**src/rtl/slc_config_loader.sv**
```systemverilog
// rtl/slc_config_loader.sv - byte-serial configuration loader with XOR-checked atomic commit
module slc_config_loader #(
    parameter int NUM_LC   = 8,
    parameter int LC_CFG_W = 24
) (
    input  logic                         QCK,
    input  logic                         QRT,
    input  logic [7:0]                   CFG_DI,
    input  logic                         CFG_VLD,
    output logic                         CFG_RDY,
    output logic [NUM_LC*LC_CFG_W-1:0]   LC_CFG,
    output logic [NUM_LC-1:0]            LC_CFG_WE,
    output logic                         CFG_BUSY,
    output logic                         CFG_DONE,
    output logic                         CFG_ERR
);

    localparam int         NBYTES = NUM_LC * 3;
    localparam logic [4:0] LAST   = 5'(NBYTES - 1);
    localparam logic [7:0] HDR    = 8'hA5;

    typedef enum logic [1:0] {IDLE, LOAD, CHECK, COMMIT} state_t;

    state_t                       state;
    state_t                       state_nxt;
    logic [4:0]                   cnt;
    logic [7:0]                   xor_acc;
    logic                         chk_ok;
    logic [7:0]                   shadow [NBYTES];
    logic [NUM_LC*LC_CFG_W-1:0]   shadow_flat;
    logic                         fire;

    assign CFG_RDY  = !QRT && (state != COMMIT);
    assign fire     = CFG_VLD && CFG_RDY;
    assign CFG_BUSY = (state != IDLE);

    always_ff @(posedge QCK) begin
        if (QRT) begin
            state <= IDLE;
        end else begin
            state <= state_nxt;
        end
    end

    always_comb begin
        state_nxt = state;
        case (state)
            IDLE:    if (fire && CFG_DI == HDR) state_nxt = LOAD;
            LOAD:    if (fire && cnt == LAST)   state_nxt = CHECK;
            CHECK:   if (fire)                  state_nxt = COMMIT;
            COMMIT:                             state_nxt = IDLE;
            default:                            state_nxt = IDLE;
        endcase
    end

    // Shadow needs no reset: it is only ever published after a full frame has rewritten it.
    always_ff @(posedge QCK) begin
        if (!QRT && state == LOAD && fire) begin
            shadow[cnt] <= CFG_DI;
        end
    end

    always_comb begin
        shadow_flat = '0;
        for (int i = 0; i < NBYTES; i++) begin
            shadow_flat[i*8 +: 8] = shadow[i];
        end
    end

    always_ff @(posedge QCK) begin
        if (QRT) begin
            cnt       <= '0;
            xor_acc   <= '0;
            chk_ok    <= 1'b0;
            LC_CFG    <= '0;
            LC_CFG_WE <= '0;
            CFG_DONE  <= 1'b0;
            CFG_ERR   <= 1'b0;
        end else begin
            LC_CFG_WE <= '0;
            case (state)
                IDLE: begin
                    if (fire && CFG_DI == HDR) begin
                        CFG_DONE <= 1'b0;
                        CFG_ERR  <= 1'b0;
                        xor_acc  <= '0;
                        cnt      <= '0;
                    end
                end
                LOAD: begin
                    if (fire) begin
                        xor_acc <= xor_acc ^ CFG_DI;
                        if (cnt != LAST) cnt <= cnt + 5'd1;
                    end
                end
                CHECK: begin
                    if (fire) chk_ok <= (CFG_DI == xor_acc);
                end
                COMMIT: begin
                    if (chk_ok) begin
                        LC_CFG    <= shadow_flat;
                        LC_CFG_WE <= '1;
                        CFG_DONE  <= 1'b1;
                    end else begin
                        CFG_ERR   <= 1'b1;
                    end
                end
                default: ;
            endcase
        end
    end

endmodule

```
**config.mk**
```make
export PLATFORM = sky130hd
export DESIGN_NAME = slc_config_loader
export DESIGN_NICKNAME = d
export VERILOG_FILES = /design/src/rtl/slc_config_loader.sv
export SDC_FILE = /design/constraint.sdc
export NUM_CORES = 1
export LEC_CHECK = 0
export BUFFER_PORTS_ARGS = -buffer_cell sky130_fd_sc_hd__buf_2
export CORE_ASPECT_RATIO = 0.5
export CORE_MARGIN = 8
export CORE_UTILIZATION = 46
export DETAILED_ROUTE_END_ITERATION = 6
export PLACE_DENSITY = 0.69
export SYNTH_ARGS = -nofsm -noshare
export SYNTH_HDL_FRONTEND = slang
export SYNTH_SLANG_ARGS = --single-unit
```
**constraint.sdc**
```tcl
create_clock -name QCK -period 2 [get_ports QCK]
set_clock_uncertainty 0.15 [all_clocks]
set_input_delay 0.4 -clock QCK [delete_from_list [all_inputs] [get_ports QCK]]
set_output_delay 0.4 -clock QCK [all_outputs]
set_load 0.005 [all_outputs]
```
[After elaboration in Yosys (flattened, before gate mapping)]
Memories as Yosys holds them, arrays and structs flattened. A register that Yosys moved wholly into a read port is not among the register bits.
Index checks and enable logic that the tools add are counted.
Word-level totals
  input port bits: 11
  latch bits: 0
  register bits: 26
  memory bits (read-only): 0
  logic and storage cells: 64
  RAM bits: 192
  memories: 1
Cells by class
  magnitude comparators: 0
  $mul: 0
  equality and inequality tests: 15
  add/sub/neg operators: 1
  divide/modulo/power cells: 0
  reductions and logical operators: 19
  muxes and demuxes: 19
  bitwise operators: 2
  shift-type cells: 0
Memory list
  shadow: words 24, width 8, read ports 24, clocked after memory_dff 24, wr ports 1, line 29  | logic [7:0] shadow [NBYTES];
Operator list (count)
  $mux W8: 3
  $pmux W8 S2: 1
  $mux W5: 3
  $ne A2 B2 Y1 const B: 7
  $reduce_and A3 Y1: 4
  $pmux W5 S2: 1
  $eq A8 B8 Y1: 1
  $eq A8 B8 Y1 const B: 1
  $pmux W2 S4: 1
  $xor A8 B8 Y8: 1
  $logic_and A1 B1 Y1: 6
  $mux W2: 3
  $reduce_bool A2 Y1: 3
  $add A5 B1 Y5 const B: 1
  $eq A5 B5 Y1 const B: 1
  $mux W1: 5
  $ne A5 B5 Y1 const B: 1
  $eq A2 B2 Y1 const B: 2
  $pmux W1 S2: 2
  $reduce_and A2 Y1: 2
  $reduce_and A4 Y1: 1
  $eq A2 B1 Y1 const B: 1
  $logic_not A2 Y1: 1
  $ne A2 B1 Y1 const B: 1
  3 further kinds: 3

[Longest topological paths before layout]
  depth in word-level cells: 6
  gate-level depth with buffers: 7

[Least setup slack after synthesis]
No wires, ideal clock.
  path kind: register to register
  start point: reg state[0]
  end point: mem shadow[11][0], enable pin
  buffers on the path: 1
  library setup time: 0.370 ns
  stages on the path, launching flop included: 6
  slack: -0.229 ns
  arrival: 1.709 ns
  data required time: 1.480 ns
  cells stage by stage: dfxtp_1 > ha_1 > buf_4 > nor3b_2 > nand3_1 > nor2_1
On the way
  word-level cells in the longest chain between the ends: 6
  elaborated cells on any way between the ends: 8
Ends and longest elaborated chain
  start, declared: line 24  | state_t state;
  start signal, assigned: line 41  | state <= state_nxt;
  $ne A2 B2 Y1: line 33  | assign CFG_RDY = !QRT && (state != COMMIT);
  $logic_and A1 B1 Y1: line 33
  $logic_and A1 B1 Y1: line 34  | assign fire = CFG_VLD && CFG_RDY;
  $logic_and A1 B1 Y1 (*): line 58  | if (!QRT && state == LOAD && fire) begin
  $mux W1 (*): line 58
  $mux W1 (implied by the code) (*): line 59  | shadow[cnt] <= CFG_DI;
  end, declared: line 29
Mark *: on every way between the ends. The rest lies on a longest branch, timed or not.

[Worst setup path in the final report]
  start point: reg state[0]
  end point: out CFG_RDY
On the way
  word-level cells in the longest chain between the ends: 2
Ends and longest elaborated chain
  $ne A2 B2 Y1: line 33
  $logic_and A1 B1 Y1: line 33
  end, declared: line 10  | output logic CFG_RDY,
No other way between the ends.

==> out/qor.yml <==
setup_path:
  critPathLaunchType: "flip-flop"
  required_ns: 1.45
  crit_path_end_kind: "primary output"
  critical_path_arrival_ns: 1.50
  r2r_setup_slack_ns: 0.03
  path_max_fanout: 3
  crit_type: "flip-flop to primary output"
grt:
  antenna_found_initial: 0
  grt_pass1_vias: 9519
  grt_overflow: 0
  grt_max_degree: 93
  grt_usage_pct: 18.9
  grt_pass1_wl_mm: 54.4
flow_run:
  maxCapViolCount: 0
pwr:
  internal_power_mw: 12.9
  p_sw_mw: 3.74
  total_power_mw: 16.6
  power.density_nw_per_um2: 965
  pwr-share-comb_pct: 6.8
  ir_drop_v: 0.000534
  clockPowerShare_pct: 40.8
  p_seq_share_pct: 52.4
  switching_share_pct: 22.4
  power.leakage_nw: 6.25
floorplan:
  coreArea_um2: 29200
  row_count: 44
  num_io_pins: 215
  die_width_um: 261
  initial_core_util_pct: 47.2
  die-area_um2: 36100
  die_h_um: 138
synthesis:
  seq_area_frac_synth_pct: 72.4
  yosysUniqueCellTypes: 47
  synth_fp_nets: 1241
  syn_inst: 1222
  syn_avg_cell_area_um2: 11.3
  synth_area_um2: 13800
  async_flop_share_pct: 0
  synth_edf_count: 192
  synthFlopType: "dfxtp_1"
  synth.top_cell.area_share_pct: 41.8
  yosysWarnings: 0
  ys_ff_latch: 403
  synth_area_leader_cell: "edfxtp_1"
  synth.area.top_cells: "edfxtp_1 42%, dfxtp_1 31%, nand2_1 11%, a21oi_1 7.4%, clkbuf_1 1.5%"
drt:
  routedWlPerCell_um: 19.4
  drt_iter0_markers: 745
  drtPass1Iterations: 5
  ant_nets: 0
  drc: 0
  drt-vias-per-instance: 5.23
  vias: 9792
  postRouteWirelength_mm: 36.3
final_layout:
  multi_input_area_um2: 3730
  fillCellCount: 2302
  syn_to_final_growth_pct: 25.1
  finish.net_count: 1474
  layout.area.seq_um2: 9990
  final_cells: 1872
  final_common_cell: "nand2_1"
  drive_gt1_share_pct: 26.2
  fin_area_um2: 17300
  mostFrequentLayoutCells: "395 x nand2_1, 212 x buf_2, 209 x dfxtp_1"
clock_tree:
  h-tree-depth: 2
  clk_path_buf_depth: 3
  clk_latency_ns: 0.53
  cts_tree: "done"
  clk_pin_slew_ns: 0.07
  cts_buffers: 36
  clock-root-buffer: "clkbuf_16"
  cts.sinks: 403
timing:
  setup_ws_ns: -0.0531
  tightest_slew_ns: 0.482
  slew_headroom_pct: 67.8
  finalSetupViolCount: 1
  finalHoldViolations: 0
  rsz0062_at_grt: "true"
  min_period_ns: 2.05
  period_share_pct: 103
  maxSlewViolCount: 0
  max_freq_mhz: 487
placement:
  hpwl_mm: 22.8
  place_area_um2: 15800
  gp_congestion: 0.808
  portBuffers: 214
  dp.cells: 1798
min_path:
  hold_class: "input pin to flip-flop"
outcome:
  violations: "setup timing"
  status: "finished with violations"
## area by class of cell
cell class	count	share of cell area (%)
flip-flops and latches	403	57.9
well taps	391	2.84
diodes	1	0.0145
repair buffers	277	10.8
multi-input cells	729	21.6
inverters	8	0.174
clock inverters	17	0.972
clock buffers	46	5.62
## cells in the mapped netlist, drive strengths merged (2+ instances only)
master and number:
or3b 2, or2 7, nor3 3, ha 8, nor3b 2, dfxtp 211, a21oi 205, o311a 2
edfxtp 192, nor2 32, nand2b 3, nand4 9, a41oi 2, nand3b 2, inv 8, o21ai 10
nand2 399, clkbuf 56, nand4b 7, buf 26, xnor2 8, nand3 4, o311ai 10
## power by group through the flow
stage	Sequential, mW	Combinational [mW]	Clock (mW)
3_5_place_dp	8.88	0.960	0
2_1_floorplan	8.88	0.555	0
3_3_place_gp	8.88	0.919	0
4_1_cts	8.71	1.02	6.88
6_report	8.72	1.13	6.80
5_1_grt	8.72	1.22	7.24
## critical path, stage by stage (launching register included)
cell     delay [ns]
dfxtp_4        0.36
ha_4           0.17
buf_6          0.12
buf_6          0.11
nor2_4         0.10
buf_6          0.11
## metrics by stage
step / util (%) / setup WS (ns) / setup TNS (ns) / hold WS [ns]
final: 59.0 / -0.0531 / -0.0531 / 0.262
after global routing: 59.0 / -0.0877 / -4.89 / 0.264
after CTS: 58.2 / -0.0561 / -0.0561 / 0.217
after detailed placement: 54.1 / -0.175 / -3.41 / 0.293
after global placement: 54.1 / -0.117 / -1.33 / 0.290
after floorplan: - / -0.0626 / -5.03 / 0.303
## what timing repair did
| item | CTS | global route |
|---|---|---|
| setup buffers | 3 | 4 |
| cloned | 0 | 2 |
| hold endpoints to repair | 1 | 0 |
| setup endpoints to repair | 67 | 202 |
| gates resized for setup | 10 | 25 |
| hold buffers | 1 | 0 |
| pin swaps | 1 | 9 |
## routing by layer
| layer | up-vias | GRT usage, % | share of wire [%] | wire length, µm |
|---|---|---|---|---|
| li1 | 4638 | - | - | - |
| met1 | 4838 | 23.5 | 41 | 14800 |
| met2 | 258 | 32.7 | 50 | 18300 |
| met3 | 58 | 3.85 | 6.0 | 2170 |
| met4 | 0 | 6.25 | 2.7 | 979 |
| met5 | - | 0 | 0 | 0 |
## logic make-up (layout without fill, tap and decap cells)
| family | count (synthesis) | after routing | synth area share [%] |
|---|---|---|---|
| buf+inv | 90 | 348 | 2.74 |
| compound gates | 237 | 237 | 9.53 |
| other cells | 0 | 1 | 0 |
| mux | 1 | 1 | 0.0726 |
| fa+ha+maj | 8 | 8 | 0.726 |
| xor+xnor | 8 | 8 | 0.508 |
| simple gates | 475 | 475 | 14.0 |
| flops | 403 | 403 | 72.4 |
## sequential cells by signal, summed over array words and instances (netlist names)
| name | cells |
|---|---|
| chk_ok | 1 |
| xor_acc | 8 |
| cnt | 5 |
| state | 2 |
| CFG_ERR | 1 |
| CFG_DONE | 1 |
| shadow | 192 |
| LC_CFG | 192 |
| LC_CFG_WE | 1 |
## final timing paths
| path | startpoint | endpoint | cells after the start |
|---|---|---|---|
| max | state[0] | CFG_RDY | 5 |
| min reg2reg | LC_CFG[15] | LC_CFG[15] | 2 |
| max reg2reg | state[0] | xor_acc[1] | 7 |
| min | QRT | cnt[0] | 5 |
(Power assumes the default switching activity.)
